<file path="config.mk">
export PLATFORM = sky130hd
export DESIGN_NAME = o_pixel_writer
export DESIGN_NICKNAME = d
export VERILOG_FILES = /design/src/rtl/o_pixel_writer.sv
export SDC_FILE = /design/constraint.sdc
export NUM_CORES = 1
export LEC_CHECK = 0
export BUFFER_PORTS_ARGS = -buffer_cell sky130_fd_sc_hd__clkbuf_2
export CORE_MARGIN = 2
export CORE_UTILIZATION = 55
export CTS_CLUSTER_DIAMETER = 60
export DETAILED_ROUTE_END_ITERATION = 10
export GPL_ROUTABILITY_DRIVEN = 0
export PLACE_DENSITY_LB_ADDON = 0.05
export SLEW_MARGIN = 25
export SYNTH_ARGS = -nofsm -noshare
export SYNTH_HDL_FRONTEND = slang
export SYNTH_SLANG_ARGS = --single-unit
export TNS_END_PERCENT = 20
</file>
<file path="constraint.sdc">
create_clock -name clk -period 3.2 [get_ports clk]
set_input_delay 0.32 -clock clk [delete_from_list [all_inputs] [get_ports clk]]
set_output_delay 0.32 -clock clk [all_outputs]
set_load 0.02 [all_outputs]
</file>
<file path="src/rtl/o_pixel_writer.sv">
// o_pixel_writer
//
// Output-side raster writer. Accepts processed pixels over a valid/ready
// stream and issues one memory write per pixel. Pixels are written in raster
// order starting at base_addr, so each pixel lands at
// base_addr + row*width + col. The writer tracks its own output column and
// row, and pulses frame_done once the last write of the frame has completed.
//
// Ports
//   clk        system clock, rising edge
//   clear      synchronous active-high reset
//   start      begin a frame (only looked at while idle)
//   width      frame columns, latched on an accepted start
//   height     frame rows, latched on an accepted start
//   base_addr  frame base address, latched on an accepted start
//   pix_valid  upstream pixel valid
//   pix_data   upstream pixel
//   pix_ready  writer accepts a pixel this cycle
//   mem_wr_en  write request, held until the memory takes it
//   mem_addr   write address
//   mem_wdata  write data
//   mem_busy   memory stall; a write completes when mem_wr_en=1 and mem_busy=0
//   col_out    column of the next pixel to accept
//   row_out    row of the next pixel to accept
//   busy       high whenever the writer is not idle
//   frame_done one-cycle pulse at end of frame
module o_pixel_writer #(
    parameter int ADDR_W = 24,
    parameter int DATA_W = 8
) (
    input  logic              clk,
    input  logic              clear,
    input  logic              start,
    input  logic [12:0]       width,
    input  logic [12:0]       height,
    input  logic [ADDR_W-1:0] base_addr,
    input  logic              pix_valid,
    input  logic [DATA_W-1:0] pix_data,
    output logic              pix_ready,
    output logic              mem_wr_en,
    output logic [ADDR_W-1:0] mem_addr,
    output logic [DATA_W-1:0] mem_wdata,
    input  logic              mem_busy,
    output logic [12:0]       col_out,
    output logic [12:0]       row_out,
    output logic              busy,
    output logic              frame_done
);

    localparam logic [1:0] S_IDLE  = 2'd0;
    localparam logic [1:0] S_WRITE = 2'd1;
    localparam logic [1:0] S_DONE  = 2'd2;

    localparam logic [ADDR_W-1:0] ADDR_ONE = {{(ADDR_W-1){1'b0}}, 1'b1};

    logic [1:0]        state;
    logic [12:0]       frame_w;
    logic [12:0]       frame_h;
    logic [12:0]       col;
    logic [12:0]       row;
    logic [ADDR_W-1:0] next_addr;
    logic              last_accepted;

    logic              wr_done;
    logic              accept;
    logic              col_last;
    logic              row_last;

    // The output register can take a new pixel when it is empty, or when its
    // current write is leaving this very cycle; that is what sustains one
    // pixel per clock while the memory is not stalling.
    assign wr_done   = mem_wr_en & ~mem_busy;
    assign pix_ready = (state == S_WRITE) & ~last_accepted & (~mem_wr_en | ~mem_busy);
    assign accept    = pix_valid & pix_ready;
    assign col_last  = (col == frame_w - 13'd1);
    assign row_last  = (row == frame_h - 13'd1);

    assign col_out    = col;
    assign row_out    = row;
    assign busy       = (state != S_IDLE);
    assign frame_done = (state == S_DONE);

    always_ff @(posedge clk) begin
        if (clear) begin
            state         <= S_IDLE;
            frame_w       <= '0;
            frame_h       <= '0;
            col           <= '0;
            row           <= '0;
            next_addr     <= '0;
            last_accepted <= 1'b0;
            mem_wr_en     <= 1'b0;
            mem_addr      <= '0;
            mem_wdata     <= '0;
        end else begin
            case (state)
                S_IDLE: begin
                    if (start) begin
                        frame_w       <= width;
                        frame_h       <= height;
                        col           <= '0;
                        row           <= '0;
                        next_addr     <= base_addr;
                        last_accepted <= 1'b0;
                        // An empty frame has nothing to write; finish at once.
                        if (width == 13'd0 || height == 13'd0) begin
                            state <= S_DONE;
                        end else begin
                            state <= S_WRITE;
                        end
                    end
                end

                S_WRITE: begin
                    if (accept) begin
                        mem_wdata <= pix_data;
                        mem_addr  <= next_addr;
                        mem_wr_en <= 1'b1;
                        // Running address replaces base + row*width + col;
                        // it wraps naturally at 2^ADDR_W.
                        next_addr <= next_addr + ADDR_ONE;
                        if (col_last) begin
                            col <= '0;
                            row <= row + 13'd1;
                        end else begin
                            col <= col + 13'd1;
                        end
                        if (col_last && row_last) begin
                            last_accepted <= 1'b1;
                        end
                    end else if (wr_done) begin
                        mem_wr_en <= 1'b0;
                    end

                    // No accept can happen once the last pixel is in, so the
                    // completing write here is the final one of the frame.
                    if (last_accepted && wr_done) begin
                        state <= S_DONE;
                    end
                end

                S_DONE: begin
                    state <= S_IDLE;
                end

                default: begin
                    state <= S_IDLE;
                end
            endcase
        end
    end

endmodule

</file>
==> results_dict.tcl, run 1 <==
set metrics [dict create \
    yosys_warnings 0 \
    cellInternalPower_mw 2.09 \
    cts_resized 0 \
    synth_flop_cell "dfxtp_1" \
    leakage_nw 2.62 \
    place_area_sq_mm 0.00665 \
    maxCapViolCount 0 \
    ant_nets 0 \
    grt_use_total 0.265 \
    swShare 0.316 \
    final_cell_mix "164 x nand2_1, 123 x clkbuf_2, 112 x dfxtp_1" \
    reg2reg_from "frame_w[0]" \
    gr-total-overflow 0 \
    final_common_cell "nand2_1" \
    final.setup_skew_ns 0.00744 \
    syn_area_sq_mm 0.00604 \
    path_max_fanout 13 \
    clkTransAtPathRegs_ns 0.11 \
    clk_latency_ns 0.39 \
    first_pass_iters 5 \
    seqPwrFrac 0.511 \
    relSlewSlack 0.351 \
    r2r_setup_slack_ns 0.59 \
    crit_start "frame_w[0]" \
    ir_drop_mv 0.413 \
    htree_levels 3 \
    synthArstFlopShare 0 \
    status "completed" \
    grt_pass1_wl_mm 25.3 \
    finalSetupTns_ns 0 \
    die_x_um 109 \
    p_switching_uw 965 \
    io-pin-count 125 \
    arrival_ns 2.93 \
    hold_violations 0 \
    power_frac_clock 0.282 \
    tightest_slew_ns 0.974 \
    drc 0 \
    start_util 0.560 \
    synth.avg_cell_area_sq_um 7.69 \
    cts-root-buf "clkbuf_8" \
    crit_slowest_cell "or4_1" \
    die_h_um 109 \
    io_buffers 124 \
    timing.fmax_mhz 384 \
    first_iter_violations 408 \
    dpl.hpwl_mm 10.9 \
    path_class "reg2reg" \
    die-area_sq_mm 0.0118 \
    core_area_sq_mm 0.0108 \
    rsz0062_at_grt "no" \
    hp-start "pix_data[6]" \
    slew_violations 0 \
    ys_ff_latch 112 \
    fin_nets 942 \
    r2r_cells 8 \
    layout-drive-gt1-share 0.197 \
    vias 5879 \
    post_cts_buffers 0 \
    drt-total-wl_mm 15.3 \
    comb_power_share 0.207 \
    required_ns 3.52 \
    syn-num-nets 854 \
    p_per_area_mw_per_mm2 446 \
    fin_ws_ns 0.593 \
    cp_slowest_stage_delay_ns 0.52 \
    hold_buffers 0 \
    ys_seq_area_frac 0.371 \
    report.final.setup_viol 0 \
    post-route-period-util 0.815 \
    start_kind "flop" \
    clock_sinks 112 \
    hold_path.class "in2reg" \
    r2r-end "row_out[0]" \
    worstPathCellList "inv_1 > ha_1 > nor2b_1 > or3_1 > a31oi_1 > o211ai_2 > or4_1 > a21oi_1" \
    syn_to_final_growth_pct 13.3 \
    final_area_sq_mm 0.00685 \
    min_period_ns 2.61 \
    clockBufferDepth 2 \
    cts_tree "built" \
    synth_edf_count 0 \
    synth_cells 786 \
    grt_pass1_vias 5382 \
    num_rows 38 \
    fillers 1013 \
    antenna_found_initial 0 \
    yosys.cell_types.count 64 \
    holdPathStages 3 \
    worstSetupEndpointType "flop" \
    wire_per_inst_um 15.0 \
    insertedDiodeCount 0 \
    avgViaCountPerCell 5.77 \
    numCtsBuffers 9 \
    grt_max_degree 95 \
    pre_cts_ws_ns 0.626 \
    min_to "mem_wdata[6]" \
]
## routing by layer
metal / vias to the layer above / part of all wire / GRT usage
li1: 2947 / - / -
met1: 2725 / 0.42 / 0.326
met2: 190 / 0.51 / 0.464
met3: 17 / 0.060 / 0.0622
met4: 0 / 0.015 / 0.0733
met5: - / 0 / 0
## power groups by stage
stage | Combinational (mW) | Clock, mW | Sequential, mW
after floorplan | 0.488 | 0 | 1.57
after global placement | 0.613 | 0 | 1.59
after detailed placement | 0.629 | 0 | 1.59
after CTS | 0.632 | 0.885 | 1.56
after global routing | 0.709 | 0.940 | 1.57
final | 0.632 | 0.862 | 1.56
## flip-flops by register name (all words and copies together), names as in the netlist
register       cells
state              2
mem_wr_en          1
mem_wdata          8
col_out           13
frame_h           13
next_addr         24
frame_w           13
mem_addr          24
last_accepted      1
row_out           13
## cell usage after synthesis, types with 4 or more instances
cell | count | area, sq um
nor4_2 | 10 | 125
buf_6 | 4 | 45.0
nor2b_1 | 6 | 37.5
inv_1 | 14 | 52.6
and3_1 | 9 | 56.3
o22ai_1 | 8 | 50.1
xnor2_1 | 22 | 193
o21ai_0 | 23 | 115
nand2_1 | 164 | 616
a21oi_1 | 90 | 450
nor2_1 | 47 | 176
a31oi_1 | 8 | 50.1
ha_1 | 5 | 62.6
dfxtp_1 | 112 | 2240
buf_1 | 4 | 15.0
nor3_1 | 26 | 130
or3_1 | 16 | 100
xor2_1 | 20 | 175
o31ai_1 | 7 | 52.6
nand3_1 | 26 | 130
nor4_1 | 10 | 62.6
nand4_1 | 20 | 125
a211oi_1 | 10 | 75.1
mux2i_1 | 14 | 140
a311oi_1 | 5 | 43.8
clkbuf_1 | 42 | 158
a31o_2 | 4 | 35.0
## stage by stage
| step | util | hold slack, ns | instances | power (mW) |
|---|---|---|---|---|
| floorplan | - | 0.438 | 786 | 2.06 |
| global placement | 0.616 | 0.441 | 1003 | 2.20 |
| detailed placement | 0.616 | 0.445 | 1003 | 2.22 |
| finish | 0.634 | 0.137 | 1019 | 3.05 |
| global route | 0.634 | 0.114 | 1019 | 3.22 |
| CTS | 0.634 | 0.117 | 1019 | 3.07 |
## cell type report
type | count | area [sq um] | share of cell area
clock inverter | 5 | 63.8 | 0.00932
sequential | 112 | 2240 | 0.327
inverter | 14 | 52.6 | 0.00767
tap | 140 | 175 | 0.0256
clock buffer | 11 | 131 | 0.0192
timing repair buffer | 135 | 703 | 0.103
multi-input combinational | 602 | 3480 | 0.508
## how the worst max path moves through the flow
| stage | end | slack, ns | depth (start not counted) |
|---|---|---|---|
| final | row_out[0] | 0.59 | 8 |
| after global routing | col_out[0] | 0.35 | 9 |
| after CTS | row_out[3] | 0.61 | 8 |
| after detailed placement | row_out[3] | 0.63 | 8 |
| after global placement | row_out[0] | 0.70 | 8 |
| after floorplan | row_out[10] | 1.0 | 9 |
## critical path, delay by kind of cell (launching register included)
family,cells,cell delay [ns]
buffers and inverters,1,0.06
adder cells (fa/ha/maj),1,0.26
AND/OR/NAND/NOR,3,1.03
flip-flops,1,0.41
AO/OA/AOI/OAI,3,0.78
## logic make-up after synthesis
family | after synthesis | synth area share
compound gates | 177 | 0.175
buf+inv | 72 | 0.0549
xor+xnor | 43 | 0.0648
flops | 112 | 0.371
fa+ha+maj | 5 | 0.0103
simple gates | 363 | 0.301
mux | 14 | 0.0232
Power figures use the tool's default switching activity.
==> inputs of run 2 (changes only) <==
Settings changed: CORE_UTILIZATION 55 to 50.
Clock period 3.2 ns to 2.2 ns, I/O delays scaled along.
==> run 2 against run 1 <==
  * The run now ends with negative setup slack left
  * Sequential share of layout area fell by 2.8 points
  * Register-to-register slack got worse by 0.59 ns
  * Via count rose by 3.4%
  * Final cell count rose by 4.7%
  * Flip-flop and latch count did not move
  * Clock power rose by 91%
  * Clock-buffer cell count did not move
  * Clock skew fell by 0.0018 ns
  * Routed wire length rose by 6.8%
  * Combinational power rose by 79%
==> results_dict.tcl, run 2 (synthesis gave the netlist of run 1 again) <==
set metrics [dict create \
    first_pass_iters 5 \
    finalSetupTns_ns -0.00213 \
    post-route-period-util 1.00 \
    first_iter_violations 421 \
    cp_slowest_stage_delay_ns 0.39 \
    hp-start "pix_data[3]" \
    final.setup_skew_ns 0.00568 \
    syn_to_final_growth_pct 24.5 \
    reg2reg_from "frame_w[2]" \
    htree_levels 3 \
    worstSetupEndpointType "flop" \
    wl_met3_um 795 \
    final_area_sq_mm 0.00752 \
    grt_use_total 0.242 \
    min_period_ns 2.20 \
    fillers 1088 \
    ant_nets 0 \
    vias 6078 \
    drc 0 \
    path_class "reg2reg" \
    grt_max_degree 95 \
    path_max_fanout 7 \
    violations "negative setup slack" \
    fin_util 0.632 \
    relSlewSlack 0.688 \
    numCtsBuffers 9 \
    hold_ws_ns 0.0811 \
    clk_latency_ns 0.35 \
    p_total_mw 5.03 \
    hold_violations 0 \
    slew_violations 0 \
    rsz0062_at_grt "yes" \
    cts-root-buf "clkbuf_16" \
    multi_input_comb_area_sq_mm 0.00363 \
    avgViaCountPerCell 5.70 \
    io_buffers 124 \
    layout-drive-gt1-share 0.255 \
    die_x_um 114 \
    antenna_found_initial 0 \
    final_cell_mix "163 x nand2_1, 123 x clkbuf_2, 107 x dfxtp_1" \
    met2_length_mm 7.86 \
    die_h_um 114 \
    worstPathCellList "buf_4 > nor3_1 > a21boi_0 > mux2i_2 > o211ai_4 > buf_12 > nor4_4 > mux2i_1" \
    clockBufferDepth 2 \
    io-pin-count 125 \
    min_to "mem_wdata[3]" \
    p_per_area_mw_per_mm2 669 \
    highest_layer "met4" \
    core_area_sq_mm 0.0119 \
    dp_cells 1050 \
    fin_nets 985 \
    crit_slowest_cell "mux2i_2" \
    start_util 0.507 \
    start_kind "flop" \
    hold_path.class "in2reg" \
    place_area_sq_mm 0.00702 \
    fin_ws_ns -0.00213 \
    grt_pass1_vias 5524 \
    drt-total-wl_mm 16.3 \
    top_regs "mem_addr (24), next_addr (24)" \
    regArea_sq_mm 0.00225 \
    wire_per_inst_um 15.3 \
    path_buf_inv 2 \
    num_rows 40 \
    insertedDiodeCount 0 \
    required_ns 2.48 \
    report.final.setup_viol 1 \
    r2r-end "row_out[9]" \
    die-area_sq_mm 0.0130 \
    final_common_cell "nand2_1" \
    pre_cts_ws_ns -0.0136 \
    tightest_slew_ns 0.467 \
    r2r_setup_slack_ns -0.002 \
    ir_drop_mv 0.367 \
    fin_cells 1067 \
    leakage_nw 3.00 \
    cts_tree "built" \
    clock_sinks 112 \
    path_delay_family "multiplexers" \
    gr-total-overflow 0 \
    drt-met1-wl_mm 7.27 \
    status "finished with violations" \
    arrival_ns 2.48 \
    clkTransAtPathRegs_ns 0.07 \
    r2r_cells 8 \
    timing.fmax_mhz 454 \
    grt_pass1_wl_mm 25.7 \
    holdPathStages 3 \
    maxCapViolCount 0 \
    dpl.hpwl_mm 11.3 \
]
==> run 2: timing repair <==
| item | in CTS | in global routing |
|---|---|---|
| pin swaps | 1 | 12 |
| hold buffers | 0 | 0 |
| buffers inserted | 0 | 1 |
| gates resized for setup | 1 | 31 |
| setup endpoints to repair | 6 | 23 |
| gates cloned | 0 | 2 |
==> run 2: report_power, final <==
| part | internal, mW | switching (mW) |
|---|---|---|
| Clock | 0.904 | 0.746 |
| Sequential | 2.13 | 0.117 |
| Combinational | 0.492 | 0.641 |
==> run 2: cell type report <==
type	count	area share
clock buffers	11	0.0323
clock inverters	3	0.00582
inverters	14	0.00698
multi-input cells	602	0.482
flip-flops and latches	112	0.299
well taps	147	0.0244
repair buffers	178	0.149
==> run 2: per-layer routing <==
layer	GRT usage	vias up
li1	-	3033
met1	0.319	2854
met2	0.395	158
met3	0.0324	33
met4	0.112	0
met5	0	-
==> run 2: how the worst max path moves through the flow <==
stage	start	end	cells after the start
after floorplan	frame_w[0]	row_out[10]	9
after global placement	frame_w[0]	row_out[12]	9
after detailed placement	frame_w[0]	row_out[7]	9
after CTS	frame_w[7]	row_out[7]	7
after global routing	frame_w[2]	row_out[9]	8
final	frame_w[2]	row_out[9]	8
==> run 2: worst min-delay path, stage by stage <==
cell	delay [ns]
clkbuf_2	0.08
nand2_1	0.04
a21oi_1	0.05
==> inputs of run 3 (changes only) <==
Settings changed: BUFFER_PORTS_ARGS -buffer_cell sky130_fd_sc_hd__clkbuf_2 to not set, CORE_UTILIZATION 50 to 58, DONT_BUFFER_PORTS set to 1.
==> run 3 against run 2 <==
  * The run still ends with negative setup slack left
  * Final cell count is 7.4% lower
  * Hold slack worse by 0.066 ns
  * Via count is 3.3% lower
  * Clock power is 23% lower
  * Maximum frequency is 1.3% lower
  * Critical path depth stayed put
  * Combinational power is 4% lower
  * Clock skew is 0.0052 ns higher
  * Utilization is 7.7 points higher
  * Clock-buffer cell count is 1 lower
  * Total power is 8.2% lower
  * Sequential share of layout area is 1.1 points higher
  * Critical endpoint is now row_out[0]
  * Highest routed layer unchanged
==> results_dict.tcl, run 3 (synthesis gave the netlist of run 1 again) <==
set metrics [dict create \
    p_total_mw 4.62 \
    hp-start "clear" \
    fin_nets 915 \
    tightest_slew_ns 0.544 \
    reg2reg_from "frame_w[1]" \
    dpl.hpwl_mm 11.1 \
    final_area_sq_mm 0.00725 \
    vias 5876 \
    timing.fmax_mhz 448 \
    final_cell_mix "164 x nand2_1, 107 x dfxtp_1, 89 x a21oi_1" \
    cellInternalPower_mw 3.15 \
    fin_cells 988 \
    grt_pass1_wl_mm 26.4 \
    clock_sinks 112 \
    seqPwrFrac 0.491 \
    fin_ws_ns -0.0316 \
    violations "negative setup slack" \
    arrival_ns 2.56 \
    r2r-end "row_out[0]" \
    first_pass_iters 6 \
    drc 0 \
    layout-drive-gt1-share 0.148 \
    antenna_found_initial 0 \
    rsz0062_at_grt "yes" \
    die-area_sq_mm 0.0113 \
    start_kind "flop" \
    syn_to_final_growth_pct 20.0 \
    start_util 0.591 \
    avgViaCountPerCell 5.95 \
    r2r_setup_slack_ns -0.03 \
    core_area_sq_mm 0.0102 \
    hold_violations 0 \
    post-route-period-util 1.01 \
    holdPathStages 2 \
    relSlewSlack 0.636 \
    insertedDiodeCount 0 \
    pre_cts_ws_ns -0.0632 \
    status "finished with violations" \
    hold_path.class "in2reg" \
    cts-root-buf "clkbuf_8" \
    p_switching_mw 1.47 \
    clkTransAtPathRegs_ns 0.11 \
    swShare 0.319 \
    ant_nets 0 \
    worstSetupEndpointType "flop" \
    grt_pass1_vias 5599 \
    wire_per_inst_um 16.5 \
    required_ns 2.52 \
    first_iter_violations 405 \
    dp_cells 929 \
    p_per_area_mw_per_mm2 637 \
    power_frac_clock 0.276 \
    num_rows 37 \
    min_to "row_out[11]" \
    cts_tree "built" \
    htree_levels 3 \
    grt_max_degree 85 \
    path_class "reg2reg" \
    path_max_fanout 6 \
    slew_violations 0 \
    top_regs "mem_addr (24), next_addr (24)" \
    numCtsBuffers 9 \
    report.final.setup_viol 1 \
    clk_latency_ns 0.39 \
    io-pin-count 125 \
    gr-total-overflow 0 \
    die_h_um 106 \
    leakage_nw 2.64 \
    clockBufferDepth 2 \
    place_area_sq_mm 0.00647 \
    final.setup_skew_ns 0.0109 \
    drt-total-wl_mm 16.3 \
    comb_power_share 0.234 \
    grt_use_total 0.288 \
    die_x_um 106 \
    maxCapViolCount 0 \
    io_buffers 0 \
    min_period_ns 2.23 \
    final_common_cell "nand2_1" \
    r2r_cells 8 \
    finalSetupTns_ns -0.0316 \
    ir_drop_mv 0.439 \
]
-- run 3: cell count changes in the layout (fill, tap and decap cells not counted), moves of 3 or more --
cell	previous run	this run
clkbuf_2	123	0
clkbuf_8	1	9
buf_4	47	63
dlygate4sd3_1	0	38
clkbuf_16	11	0
buf_6	0	3
-- run 3: what timing repair did --
| item | 4_1_cts | 5_1_grt |
|---|---|---|
| buffers inserted | 1 | 3 |
| endpoints found under the setup margin | 9 | 24 |
| pin swaps | 2 | 18 |
| hold buffers | 39 | 0 |
| gates resized for setup | 6 | 26 |
| hold endpoints to repair | 84 | 0 |
-- run 3: critical path, stage by stage (launching register included) --
cell and delay (ns):
dfxtp_2 0.35, inv_2 0.05, ha_4 0.15, buf_6 0.12
and3_4 0.18, and3b_2 0.22, or3_4 0.43, or4_4 0.53
a21oi_2 0.13
-- run 3: power by group through the flow --
| stage | Clock, mW | Combinational (mW) | Sequential (mW) |
|---|---|---|---|
| 2_1_floorplan | 0 | 0.710 | 2.28 |
| 3_3_place_gp | 0 | 0.884 | 2.30 |
| 3_5_place_dp | 0 | 0.906 | 2.31 |
| 6_report | 1.27 | 1.08 | 2.27 |
| 4_1_cts | 1.30 | 1.01 | 2.26 |
| 5_1_grt | 1.37 | 1.18 | 2.29 |
-- run 3: cell type report --
type                    instances  area [sq um]
flip-flops and latches        112          2250
inverters                      14          52.6
multi-input cells             602          3610
clock buffers                  10           128
fillers                       838          2980
repair buffers                108           975
well taps                     136           170
clock inverters                 6          68.8
-- run 3: worst max path at each step --
| stage | start | endpoint | slack, ns |
|---|---|---|---|
| after floorplan | frame_w[0] | row_out[10] | 0.03 |
| after global placement | frame_w[0] | row_out[12] | 0.03 |
| after detailed placement | frame_w[0] | row_out[5] | -0.06 |
| after CTS | frame_w[0] | row_out[5] | 0.003 |
| after global routing | frame_w[10] | row_out[0] | -0.12 |
| final | frame_w[1] | row_out[0] | -0.03 |
-- run 3: stage by stage --
stage	hold WS, ns	util
after floorplan	0.356	-
after global placement	0.311	0.632
after detailed placement	0.301	0.632
after CTS	0.00211	0.696
after global routing	0.0214	0.709
final	0.0148	0.709
-- run 3: layer usage --
layer  global-route usage  vias up  part of all wire
met3               0.0644       38             0.070
met2                0.493      192              0.49
met4                0.109        0             0.024
met5                    0        -                 0
li1                     -     2897                 -
met1                0.355     2749              0.42
